==> src/rtl/regs_wb_arbiter.sv <==
// Writeback arbiter: shares the register file write port between ALU (port 0) and
// load (port 1) writeback, with aging for port 1 and one-stage read bypass.
module regs_wb_arbiter #(
  parameter int MAX_WAIT = 4
) (
  input  logic        clk,
  input  logic        rst,
  input  logic        wr0_valid,
  output logic        wr0_ready,
  input  logic [4:0]  wr0_addr,
  input  logic [31:0] wr0_data,
  input  logic        wr1_valid,
  output logic        wr1_ready,
  input  logic [4:0]  wr1_addr,
  input  logic [31:0] wr1_data,
  output logic        rf_RegWrite,
  output logic [4:0]  rf_write_addr,
  output logic [31:0] rf_write_data,
  input  logic [4:0]  rd_addrs,
  input  logic [4:0]  rd_addrt,
  input  logic [31:0] rf_read_data1,
  input  logic [31:0] rf_read_data2,
  output logic [31:0] read_data1,
  output logic [31:0] read_data2
);

  localparam logic [3:0] MaxWait = 4'(MAX_WAIT);

  logic [3:0]  wait_cnt;
  logic        starve;
  logic        acc0, acc1;
  logic        issue_we;
  logic [4:0]  issue_addr;
  logic [31:0] issue_data;
  logic        byp1, byp2;
  logic [31:0] byp1_data, byp2_data;

  assign starve    = (wait_cnt == MaxWait);
  assign wr1_ready = !wr0_valid || starve;
  assign wr0_ready = !(starve && wr1_valid);
  assign acc0      = wr0_valid && wr0_ready;
  assign acc1      = wr1_valid && wr1_ready;

  // NOTE: every always_comb output gets a default first so no path leaves it unassigned (no latch).
  always_comb begin
    issue_we   = 1'b0;
    issue_addr = rf_write_addr;
    issue_data = rf_write_data;
    if (acc1) begin
      issue_we   = (wr1_addr != 5'd0);
      issue_addr = wr1_addr;
      issue_data = wr1_data;
    end else if (acc0) begin
      issue_we   = (wr0_addr != 5'd0);
      issue_addr = wr0_addr;
      issue_data = wr0_data;
    end
  end

  // NOTE: sequential state uses non-blocking assignments so all registers sample pre-edge values.
  always_ff @(posedge clk or posedge rst) begin
    if (rst) begin
      wait_cnt <= 4'd0;
    end else if (!wr1_valid || acc1) begin
      wait_cnt <= 4'd0;
    end else if (!starve) begin
      wait_cnt <= wait_cnt + 4'd1;
    end
  end

  // NOTE: the data registers are reset too so the outputs are defined straight out of reset.
  always_ff @(posedge clk or posedge rst) begin
    if (rst) begin
      rf_RegWrite   <= 1'b0;
      rf_write_addr <= 5'd0;
      rf_write_data <= 32'd0;
    end else begin
      rf_RegWrite   <= issue_we;
      rf_write_addr <= issue_addr;
      rf_write_data <= issue_data;
    end
  end

  // The write committing at this edge is invisible to the register file's read
  // captured at the same edge, so remember it for one cycle.
  always_ff @(posedge clk or posedge rst) begin
    if (rst) begin
      byp1      <= 1'b0;
      byp2      <= 1'b0;
      byp1_data <= 32'd0;
      byp2_data <= 32'd0;
    end else begin
      byp1      <= rf_RegWrite && (rf_write_addr == rd_addrs);
      byp2      <= rf_RegWrite && (rf_write_addr == rd_addrt);
      byp1_data <= rf_write_data;
      byp2_data <= rf_write_data;
    end
  end

  assign read_data1 = byp1 ? byp1_data : rf_read_data1;
  assign read_data2 = byp2 ? byp2_data : rf_read_data2;

endmodule

==> config.mk <==
export PLATFORM = sky130hd
export DESIGN_NAME = regs_wb_arbiter
export DESIGN_NICKNAME = d
export VERILOG_FILES = /design/src/rtl/regs_wb_arbiter.sv
export SDC_FILE = /design/constraint.sdc
export NUM_CORES = 1
export LEC_CHECK = 0
export BUFFER_PORTS_ARGS = -buffer_cell sky130_fd_sc_hd__buf_2
export CAP_MARGIN = 20
export CORE_ASPECT_RATIO = 1.25
export CORE_MARGIN = 3
export CORE_UTILIZATION = 30
export DETAILED_ROUTE_END_ITERATION = 10
export HOLD_SLACK_MARGIN = 0.03
export SYNTH_ARGS = -nofsm -noshare
export SYNTH_HDL_FRONTEND = slang
export SYNTH_SLANG_ARGS = --single-unit
==> constraint.sdc <==
create_clock -name clk -period 2.65 [get_ports clk]
set_input_delay 0.1325 -clock clk [delete_from_list [all_inputs] [get_ports clk]]
set_output_delay 0.1325 -clock clk [all_outputs]
set_load 0.1 [all_outputs]
# Yosys cells after proc, flatten, opt, wreduce, memory -nomap -nowiden
# Index checks and enable logic that the tools add are counted.
# op_classes
addsub	1
eq_ne	4
mux	10
n_reduce_logical	13
# ops
op	count
32-bit 2-to-1 mux	4
5-bit equality test	2
5-bit 2-to-1 mux	2
5-bit nonzero test	2
4-bit 2-to-1 mux	2
1-bit logical AND	5
4-bit by 1-bit adder with 4-bit output, second input constant	1
4-bit by 3-bit equality test with 1-bit output, second input constant	1
1-bit zero test	3
1-bit logical OR	2
1-bit 2-to-1 mux	2
2-bit by 1-bit != test with 1-bit output, second input constant	1
2-bit nonzero test	1
# totals
reg_bits	76
output_inout_bits	104

# Longest topological paths before layout
# Gate-level depths: netlist of the first run.
# logic_depth
ltp_word	6
depth_mapped	7
mapped_depth_nobuf	5

# Worst setup path after synthesis of the first run
# Ideal clock, no wire load.
# synth_path
path_kind	reg-to-reg
start	reg wait_cnt[0]
end	reg rf_write_addr[0]
setup_ns	0.126
arrival_time_ns	2.247
required_ns	2.524
slack_ns	0.277
path_stages_with_launch	8
n_path_buf	2
cell_sequence	dfrtp_1 > inv_1 > ha_1 > nand4b_2 > and2_4 > buf_6 > buf_6 > a221o_1
# synth_between
elab_chain_cells	5
# synth_lines
item	line	rtl
from (decl)	29	logic [3:0] wait_cnt;
from (signal assigned)	67	wait_cnt <= wait_cnt + 4'd1;
4-bit by 3-bit equality test with 1-bit output	38	assign starve = (wait_cnt == MaxWait);
1-bit logical AND	40	assign wr0_ready = !(starve && wr1_valid);
1-bit zero test	40	
named net wr0_ready	9	output logic wr0_ready,
1-bit logical AND	41	assign acc0 = wr0_valid && wr0_ready;
2-bit nonzero test (no source line)	--	
to (signal assigned)	79	rf_write_addr <= issue_addr;
to (decl)	17	output logic [4:0] rf_write_addr,
# The timed path passes the listed nets, and every way through them passes these cells.
# A chain may end at the register's enable or synchronous reset.

# Final worst setup path of the first run
# layout_path
start	reg wait_cnt[0]
end	reg rf_write_data[30]
# layout_between
elab_chain_cells	5
# layout_lines
item	line	rtl
4-bit by 3-bit equality test with 1-bit output (*)	38	
1-bit logical AND	40	
1-bit zero test	40	
1-bit logical AND	41	
2-bit nonzero test (no source line)	--	
to (signal assigned)	80	rf_write_data <= issue_data;
to (decl)	18	output logic [31:0] rf_write_data,
# Mark *: on every way between the ends. The rest lies on a longest branch, timed or not.

==> metrics, run 1 <==
clock slew at the register clock pins of the worst setup and hold paths 60 ps; crit path DAT 2420 ps; internal power 2580 uW; number of clock buffers inserted by TritonCTS 9; syn nets 428; MaxCap Viol Count 0; post-DR wirelength/cell 16.3 um; Net Switching 1640 uW; Initial Util 30.9%; RSZ-0062 raised after global routing false; num ports 256; fin cells 732; Crit Path Class register to register; Setup crit start wait_cnt[0]$_DFFE_PP0P_; Total Die Area 13400 sq um; # setup viols final 0; Global Route Usage Sum 17.7%; VDD IR max 0.355 mV; iteration count of the initial detailed-routing pass 4; Die Wd 104 um; CTS tree done; FF-to-FF Start wait_cnt[0]$_DFFE_PP0P_; CTS resizes 0; fmax 452 MHz; share of cells above drive strength 1 59.4%; Synth area leader dfrtp_1; H-Tree Depth 3; hpwl dp 8840 um; Rows 44; post-placement cell count 678; clk buf depth 2; fin crit period 2210 ps; total global routing overflow 0; Yosys cell types 24; Layout Cell Area excl Fill 5810 sq um; drt total wl 11900 um; dpl cell area 5080 sq um; slew margin rel. 52.1%; final slew viol count 0; top post-synthesis cells by area dfrtp_1 (53%), mux2_2 (18%), a221o_1 (10%); Nets 720; mapped cell area 3610 sq um; Filler cells 1075; logic gate share of total power 34.8%; first-pass GRT wire length 18800 um; Avg Synthesized Cell Area 13.2 sq um; Tightest Hold Check Type input pin to register; final hold viol count 0; antenna violations before repair 0; initial DRC count 103; largest net degree at the start of global routing 77; Routed Antenna Nets 0; core area 11700 sq um; CP max stage delay 560 ps; DRC 0; crit-path max FO 38; Static Leak 0.00291 uW; area share of the largest cell type after synthesis 52.7%; crit-path cells inv_1, ha_1, nand4b_2, and2_4, a221o_1, dlygate4sd3_1; Required @ worst endpoint 2860 ps; Mapped Cells 274; Power Density 726 nW/um^2; CP startpoint kind register; Clk pwr share 33.4%; via density per instance 4.70; Area growth, synth to finish 61.1%; CTS sink count 76; Worst setup EP type register; vias in the first global route 3782; clk root buf clkbuf_16; worst-margin pin slew 718 ps; setup TNS 0 ps; Max Clock Skew 6.02 ps; Placer Congestion 0.805; Diodes inserted 0; Die Ht 129 um; sequential power share 31.8%; Port Buffer Count 255; synthesis-stage register bit count 76; hold_sp wr1_data[20]; Sw Share 39.0%; Seq/Total Area, Yosys 52.7%; synth warn 0; Period Utilization, post-route 83.5%; status finished, final reports clean; via count 3437; slowest CP cell dlygate4sd3_1; worst skew pair latency 330 ps
## cell usage in the layout (no fill, tap or decap), types with 3 or more instances in the layout
| cell type | n |
|---|---|
| a221o_1 | 37 |
| and2_1 | 37 |
| buf_12 | 3 |
| buf_2 | 255 |
| buf_4 | 4 |
| bufinv_16 | 3 |
| clkbuf_16 | 9 |
| dfrtp_1 | 76 |
| dlygate4sd3_1 | 38 |
| inv_1 | 3 |
| mux2_1 | 7 |
| mux2_2 | 57 |
| nand2_1 | 3 |
| nor2_1 | 6 |
| xnor2_1 | 3 |
| xor2_1 | 9 |
## final timing paths
check / slack (ps) / cells past startpoint / end
max in group asynchronous: 1890 / 4 / byp2_data[0]$_DFF_PP0_
worst min register to register: 380 / 0 / byp2_data[19]$_DFF_PP0_
worst min-delay path: 40 / 2 / rf_write_data[20]$_DFFE_PP0P_
worst max-delay path: 440 / 6 / rf_write_data[30]$_DFFE_PP0P_
min in group asynchronous: 440 / 4 / rf_write_data[23]$_DFFE_PP0P_
worst max register to register: 440 / 6 / rf_write_data[30]$_DFFE_PP0P_
## power groups by stage
stage | Combinational (uW) | Clock [uW] | Sequential [uW]
2_1_floorplan | 724 | 0 | 1740
3_3_place_gp | 1410 | 0 | 1360
3_5_place_dp | 1410 | 0 | 1360
4_1_cts | 1480 | 1460 | 1340
5_1_grt | 1530 | 1510 | 1360
6_report | 1470 | 1410 | 1340
## repair_timing
item	CTS	global route
buffers inserted	0	0
hold buffers	38	0
endpoints found under the hold margin	97	0
## cell families (layout without fill, tap and decap cells)
kind of cell    after synthesis  after routing  synth area share, %
fa+ha+maj                     2              2                0.693
flops                        76             76                 52.7
simple gates                 58             58                 9.57
mux                          64             64                 20.0
xor+xnor                     12             12                 2.91
buf+inv                      23            320                 3.47
compound gates               39             39                 10.7
## cell type report
class | instances | area, sq um | share of cell area (%)
inverter | 4 | 16.3 | 0.280
clock buffer | 12 | 256 | 4.41
timing repair buffer | 300 | 1750 | 30.0
multi-input combinational | 175 | 1600 | 27.5
sequential | 76 | 1900 | 32.7
clock inverter | 4 | 95.1 | 1.64
tap | 161 | 201 | 3.46
## cell usage after synthesis
cell type   n
and2_4      1
mux2_1      7
a21boi_1    1
nor2_1      7
ha_1        2
nor3_1      2
a22o_1      1
buf_4       2
nand2_1     3
xor2_1      9
inv_1       4
nand4b_2    1
nand3b_1    1
xnor2_1     3
dfrtp_1    76
and3_1      2
a221o_1    37
mux2_2     57
clkbuf_1    7
buf_6       3
buf_2       7
and2_1     37
nand3_1     2
nor4_1      2
## metrics by stage
stage	util [%]	total power, uW	hold slack [ps]	worst slack (ps)
2_1_floorplan	-	2460	277	277
3_3_place_gp	43.5	2760	253	963
3_5_place_dp	43.5	2780	257	929
4_1_cts	49.8	4270	30.4	446
5_1_grt	49.8	4390	35.4	314
6_report	49.8	4220	44.5	438
## sequential cells by signal, summed over array words and instances (netlist names)
signal / count
rf_write_data: 32
byp2_data: 32
wait_cnt: 4
rf_RegWrite: 1
byp1: 1
rf_write_addr: 5
byp2: 1
## routing by layer
metal / up-vias / wire length [um] / part of all wire (%) / GRT usage [%]
met5: - / 0 / 0 / 0
met4: 0 / 314 / 2.6 / 9.00
met3: 22 / 742 / 6.2 / 3.96
met2: 186 / 6360 / 53 / 32.9
met1: 1643 / 4480 / 38 / 18.9
li1: 1586 / - / - / -
## critical path: cells and delay by family, from the launching register on
kind,cells,cell delay (ps)
buf+inv,2,640
fa+ha+maj,1,180
simple gates,2,430
compound gates,1,400
flops,1,410
Note: power is estimated with default switching activity, not from simulation.
==> run 2: changes to the inputs <==
ABC_AREA = 1   (was default)
clock period = 2.15 ns   (was 2.65 ns; I/O delays follow)
==> run 2 against run 1 <==
Worst hold slack worse by 3.9 ps; flip-flop and latch count stayed put; wire length is 22% higher; fmax is 17% higher; sequential share of layout area is 5.6 points lower; cell area is 21% higher; die area is 8.8% higher; first-iteration DRC count is 52% higher; clock skew is 0.90 ps lower; largest power group unchanged.
==> metrics, run 2 <==
slew margin rel. 53.8% (+1.7 points); final slew viol count 0 (unchanged); crit path DAT 2090 ps (-330 ps); CP startpoint kind register; synthesis-stage register bit count 76 (unchanged); first-pass GRT wire length 22100 um (+18%); area share of the largest cell type after synthesis 48.2% (-4.5 points); MaxCap Viol Count 0 (unchanged); Seq/Total Area, Yosys 48.2% (-4.5 points); status finished, final reports clean; clk root buf clkbuf_16; CTS sink count 76 (unchanged); antenna violations before repair 0 (unchanged); Setup crit start wait_cnt[0]$_DFFE_PP0P_; Global Route Usage Sum 19.7% (+2.0 points); num ports 256 (unchanged); setup TNS 0 ps (unchanged); critical path's top delay family buffers and inverters; hpwl dp 11400 um (+29%); Die Wd 109 um (+4.3%); fin cells 885 (+21%); post-DR wirelength/cell 16.4 um (+1.1%); initial DRC count 157 (+52%); Worst setup EP type register; final hold viol count 0 (unchanged); mapped cell area 3940 sq um (+9.3%); clock slew at the register clock pins of the worst setup and hold paths 50 ps (about the same); Tightest Hold Check Type input pin to register; fin crit period 1880 ps (-329 ps); CTS tree done; cell with the most instances after synthesis nand2_1; DRC 0 (unchanged); setup ws final 267 ps (-171 ps); # setup viols final 0 (unchanged); crit-path max FO 12 (-68%); Nets 867 (+20%); FF-to-FF Start wait_cnt[0]$_DFFE_PP0P_; syn nets 580 (+36%); slowest CP cell dlygate4sd3_1; Area growth, synth to finish 78.2%; Routed Antenna Nets 0 (unchanged); worst skew pair latency 330 ps (about the same); H-Tree Depth 3 (unchanged); fmax 531 MHz (+17%); commonest non-fill, non-tap cell in the layout buf_2; ys flop type dfrtp_1; largest net degree at the start of global routing 44 (-43%); via density per instance 4.66 (-0.66%); via count 4128 (+20%); Synth area leader dfrtp_1; Yosys cell types 24 (unchanged); Port Buffer Count 255 (unchanged); Period Utilization, post-route 87.6% (+4.1 points); Largest regs byp2_data x32, rf_write_data x32, rf_write_addr x5; area occupied by multi-input gates 1770 sq um (+11%); VDD IR max 0.346 mV (-2.5%); Placer Congestion 0.871 (+8.2%); worst-margin pin slew 693 ps (-25.1 ps); Worst Path Buf+Inv 2 (unchanged); clk buf depth 2 (unchanged); top post-synthesis cells by count nand2_1 (106), dfrtp_1 (76), mux2_2 (60), nand3_1 (60), inv_1 (40); number of synthesized flops with an enable pin 0 (unchanged); crit-path cells inv_1, ha_1, nand3_2, nand2_2, nand3_1, nand3_1, dlygate4sd3_1; top post-synthesis cells by area dfrtp_1 (48%), mux2_2 (17%), nand2_1 (10%); Initial Util 30.9% (-0.063 points); synth warn 0 (unchanged); hold_sp wr0_data[4]; Total Die Area 14600 sq um (+8.8%); pre-CTS setup slack 320 ps (-609 ps); Max Clock Skew 5.12 ps (-0.901 ps); Avg Synthesized Cell Area 9.26 sq um (-30%); Required @ worst endpoint 2360 ps (-500 ps); Overall Power 5260 uW (+25%); Diodes inserted 0 (unchanged); post-placement cell count 834 (+23%); CP most frequent cell nand3_1; Die Ht 134 um (+4.3%); vias in the first global route 4306 (+14%); RSZ-0062 raised after global routing false; drt total wl 14500 um (+22%); Mapped Cells 426 (+55%); iteration count of the initial detailed-routing pass 5 (+1); core area 12800 sq um (+9.5%); Rows 46 (+4.5%); Static Leak 0.00359 uW (+24%); commonest cells after routing, fill and taps aside buf_2 (190), nand2_1 (105), dfrtp_1 (76); total global routing overflow 0 (unchanged); share of cells above drive strength 1 48.1% (-11 points); async set or reset register ratio after synthesis 100% (unchanged); Filler cells 1160 (+7.9%); Crit Path Class register to register; CP max stage delay 560 ps (about the same); Power Density 748 nW/um^2 (+3.0%); number of clock buffers inserted by TritonCTS 9 (unchanged); register area 1900 sq um (unchanged)
==> run 2: kinds of logic (layout without fill, tap and decap cells) <==
kind of cell | Yosys count | count (layout) | synth area share, %
xor gates and xnor gates | 6 | 6 | 1.33
buffers and inverters | 65 | 356 | 6.85
and+or+nand+nor | 192 | 192 | 20.8
muxes | 64 | 64 | 18.3
AOI/OAI and AO/OA | 21 | 21 | 3.84
adders and majority gates | 2 | 2 | 0.634
DFF | 76 | 76 | 48.2
==> run 2: worst paths after layout <==
path                                                  to  slack (ps)  depth (start not counted)
hold reg to reg                  byp2_data[15]$_DFF_PP0_         400                          0
setup / recovery           rf_write_data[14]$_DFFE_PP0P_         270                          7
setup reg to reg           rf_write_data[14]$_DFFE_PP0P_         270                          7
hold / removal              rf_write_data[4]$_DFFE_PP0P_          40                          3
min in group asynchronous  rf_write_data[24]$_DFFE_PP0P_         420                          3
max in group asynchronous   rf_write_data[0]$_DFFE_PP0P_        1090                          4
==> run 2: where the power goes <==
group / switching (uW) / internal (uW) / total (uW) / leakage [uW]
sequential: 102 / 1560 / 1670 / 0.000927
combinational: 1540 / 680 / 2230 / 0.00253
clock: 535 / 834 / 1370 / 0.000135
==> run 2: repair_timing <==
item / CTS / global route
hold buffers: 34 / 0
endpoints found under the setup margin: 0 / 1
endpoints found under the hold margin: 67 / 0
gates resized for setup: 0 / 1
setup buffers: 0 / 2
==> run 2: area by class of cell <==
| class | instances | share of cell area (%) |
|---|---|---|
| Sequential cell | 76 | 27.1 |
| Multi-Input combinational cell | 285 | 25.2 |
| Tap cell | 168 | 2.99 |
| Timing Repair Buffer | 301 | 38.7 |
| Clock buffer | 13 | 3.70 |
| Clock inverter | 2 | 0.142 |
| Inverter | 40 | 2.15 |
==> run 2: worst reg2reg max path, delay by kind of cell, from the launching register on <==
family | cells | cell delay (ps)
adder cells (fa/ha/maj) | 1 | 220
buffers and inverters | 2 | 620
flip-flops | 1 | 400
AND/OR/NAND/NOR | 4 | 530
==> run 2: through the flow <==
step | utilization (%) | hold WS (ps) | instance area (sq um)
finish | 55.0 | 40.6 | 7030
global route | 55.0 | 40.0 | 7030
CTS | 54.9 | 31.4 | 7010
detailed placement | 50.1 | 240 | 6400
global placement | 50.1 | 223 | 6400
floorplan | - | 217 | 3940
==> run 2: layer usage <==
metal  up-vias  GRT usage (%)  wire (um)
met3        39           3.32        844
met4         0           8.49        519
met5         -              0          0
li1       1961              -          -
met2       197           34.8       7790
met1      1931           23.2       5400
==> run 3: changes to the inputs <==
CTS_BUF_LIST = sky130_fd_sc_hd__clkbuf_8 sky130_fd_sc_hd__clkbuf_16   (was default)
MAX_ROUTING_LAYER = met4   (was default)
PLACE_DENSITY = 0.58   (was default)
==> run 3 against run 2 <==
Fmax is 3.5% lower; flip-flop and latch count stayed put; register-to-register slack worse by 70 ps; first-iteration DRC count is 21% higher; sequential share of layout area hardly changed; non-clock buffer count is 1 lower; wire length is 1.4% higher; worst setup slack worse by 68 ps; via count is 0.36% higher; die area stayed put; clock skew hardly changed; largest cell class unchanged; highest routed layer unchanged.
==> metrics, run 3 (synthesis results as in run 2) <==
crit-path max FO 11 (-1); number of clock buffers inserted by TritonCTS 9 (unchanged); Largest regs byp2_data x32, rf_write_data x32, rf_write_addr x5; Period Utilization, post-route 90.7% (+3.2 points); Die Ht 134 um (unchanged); initial DRC count 190 (+21%); RSZ-0062 raised after global routing false; Total Die Area 14600 sq um (unchanged); clk buf depth 2 (unchanged); crit path DAT 2170 ps (+80 ps); via density per instance 4.68 (+0.36%); Filler cells 1169 (+0.78%); # setup viols final 0 (unchanged); Crit Path Class register to register; Rows 46 (unchanged); Global Route Usage Sum 21.0% (+1.4 points); H-Tree Depth 3 (unchanged); iteration count of the initial detailed-routing pass 4 (-1); R2R Setup Slk 200 ps (-70 ps); Static Leak 0.00361 uW (+0.40%); setup TNS 0 ps (unchanged); Routed Antenna Nets 0 (unchanged); total global routing overflow 0 (unchanged); setup ws final 199 ps (-67.8 ps); Required @ worst endpoint 2370 ps (about the same); Worst setup EP type register; Placer Congestion 0.894 (+2.6%); via count 4143 (+0.36%); fin crit period 1950 ps (+67.8 ps); final hold viol count 0 (unchanged); status finished, final reports clean; hpwl dp 11600 um (+1.6%); Port Buffer Count 255 (unchanged); CTS tree done; Diodes inserted 0 (unchanged); clk root buf clkbuf_16; Setup crit start wait_cnt[0]$_DFFE_PP0P_; reg2reg end rf_write_data[4]$_DFFE_PP0P_; DRC 0 (unchanged); num ports 256 (unchanged); Max Clock Skew 5.59 ps (+0.469 ps); pre-CTS setup slack 546 ps (+226 ps); VDD IR max 0.429 mV (+24%); antenna violations before repair 0 (unchanged); commonest cells after routing, fill and taps aside buf_2 (191), nand2_1 (106), dfrtp_1 (76); Nets 866 (-0.12%); worst skew pair latency 340 ps (about the same); dpl cell area 6380 sq um (-0.27%); vias in the first global route 4455 (+3.5%); MaxCap Viol Count 0 (unchanged); first-pass GRT wire length 22900 um (+3.8%); FF-to-FF Start wait_cnt[0]$_DFFE_PP0P_; Layout Cell Area excl Fill 7020 sq um (-0.11%); Power Density 780 nW/um^2 (+4.3%); Overall Power 5480 uW (+4.2%); drt total wl 14800 um (+1.4%); commonest non-fill, non-tap cell in the layout buf_2; R2R cell count 7 (unchanged); post-DR wirelength/cell 16.7 um (+1.4%); largest net degree at the start of global routing 44 (unchanged); final slew viol count 0 (unchanged); share of cells above drive strength 1 48.4% (+0.28 points); CTS sink count 76 (unchanged); Area growth, synth to finish 78.0%; clock slew at the register clock pins of the worst setup and hold paths 60 ps (about the same); Initial Util 30.9% (unchanged); CTS resizes 0 (unchanged); core area 12800 sq um (unchanged); register area 1900 sq um (unchanged); worst-margin pin slew 694 ps (+1.27 ps); fmax 513 MHz (-3.5%); slew margin rel. 53.7% (-0.14 points); Die Wd 109 um (unchanged); CP startpoint kind register; Worst Setup EP rf_write_data[4]$_DFFE_PP0P_; Tightest Hold Check Type input pin to register; area occupied by multi-input gates 1770 sq um (-0.14%)
## run 3: cell types whose count changed in the layout (fill, tap and decap cells not counted), sizes merged
cell         previous run  this run
buf                   267       268
clkbuf                 13        10
inv                    39        40
dlygate4sd3            34        32
clkinv                  3         4
bufinv                  0         2
## run 3: worst min-delay path by stage
stage / start / end / slack, ps / cells after the start
floorplan: wr1_addr[0] / rf_write_addr[0]$_DFFE_PP0P_ / 220 / 2
global placement: rst / byp2_data[30]$_DFF_PP0_ / 230 / 2
detailed placement: rst / byp2_data[30]$_DFF_PP0_ / 230 / 2
CTS: wr1_data[7] / rf_write_data[7]$_DFFE_PP0P_ / 30 / 3
global route: wr1_data[22] / rf_write_data[22]$_DFFE_PP0P_ / 40 / 3
finish: wr0_data[5] / rf_write_data[5]$_DFFE_PP0P_ / 30 / 3
## run 3: final cells by class
cell class / instances / share of cell area [%]
Clock buffer: 10 / 3.40
Clock inverter: 6 / 1.12
Inverter: 40 / 2.16
Multi-Input combinational cell: 285 / 25.2
Sequential cell: 76 / 27.1
Tap cell: 168 / 2.99
Timing Repair Buffer: 300 / 38.0
## run 3: repair_timing
item	in CTS	in global routing
hold buffers	32	0
setup buffers	0	0
endpoints found under the hold margin	65	0
setup endpoints to repair	0	0
## run 3: power breakdown
part / switching, uW / leakage (uW) / internal, uW / total, uW
clock: 561 / 0.000163 / 1040 / 1600
sequential: 99.0 / 0.000927 / 1560 / 1660
combinational: 1550 / 0.00252 / 675 / 2220
total: 2200 / 0.00361 / 3270 / 5480
## run 3: worst max-delay path, cell delays in order, from the launching register on
cell	delay, ps
dfrtp_1	410
inv_1	70
ha_1	180
nand4_1	210
buf_4	250
nand3_1	70
nand3_1	70
dlygate4sd3_1	560
## run 3: stage by stage
step	hold WS, ps	std cells	util (%)
after CTS	31.8	885	54.9
after floorplan	217	426	-
after global routing	42.4	885	54.9
after detailed placement	232	837	50.0
final	33.7	885	54.9
after global placement	234	837	50.0
## run 3: per-layer routing
layer / up-vias / GRT usage, % / share of wire, %
met5: - / - / 0
met4: 0 / 8.70 / 2.9
met3: 30 / 4.04 / 6.4
met2: 180 / 37.3 / 54
met1: 1983 / 22.8 / 36
li1: 1950 / - / -
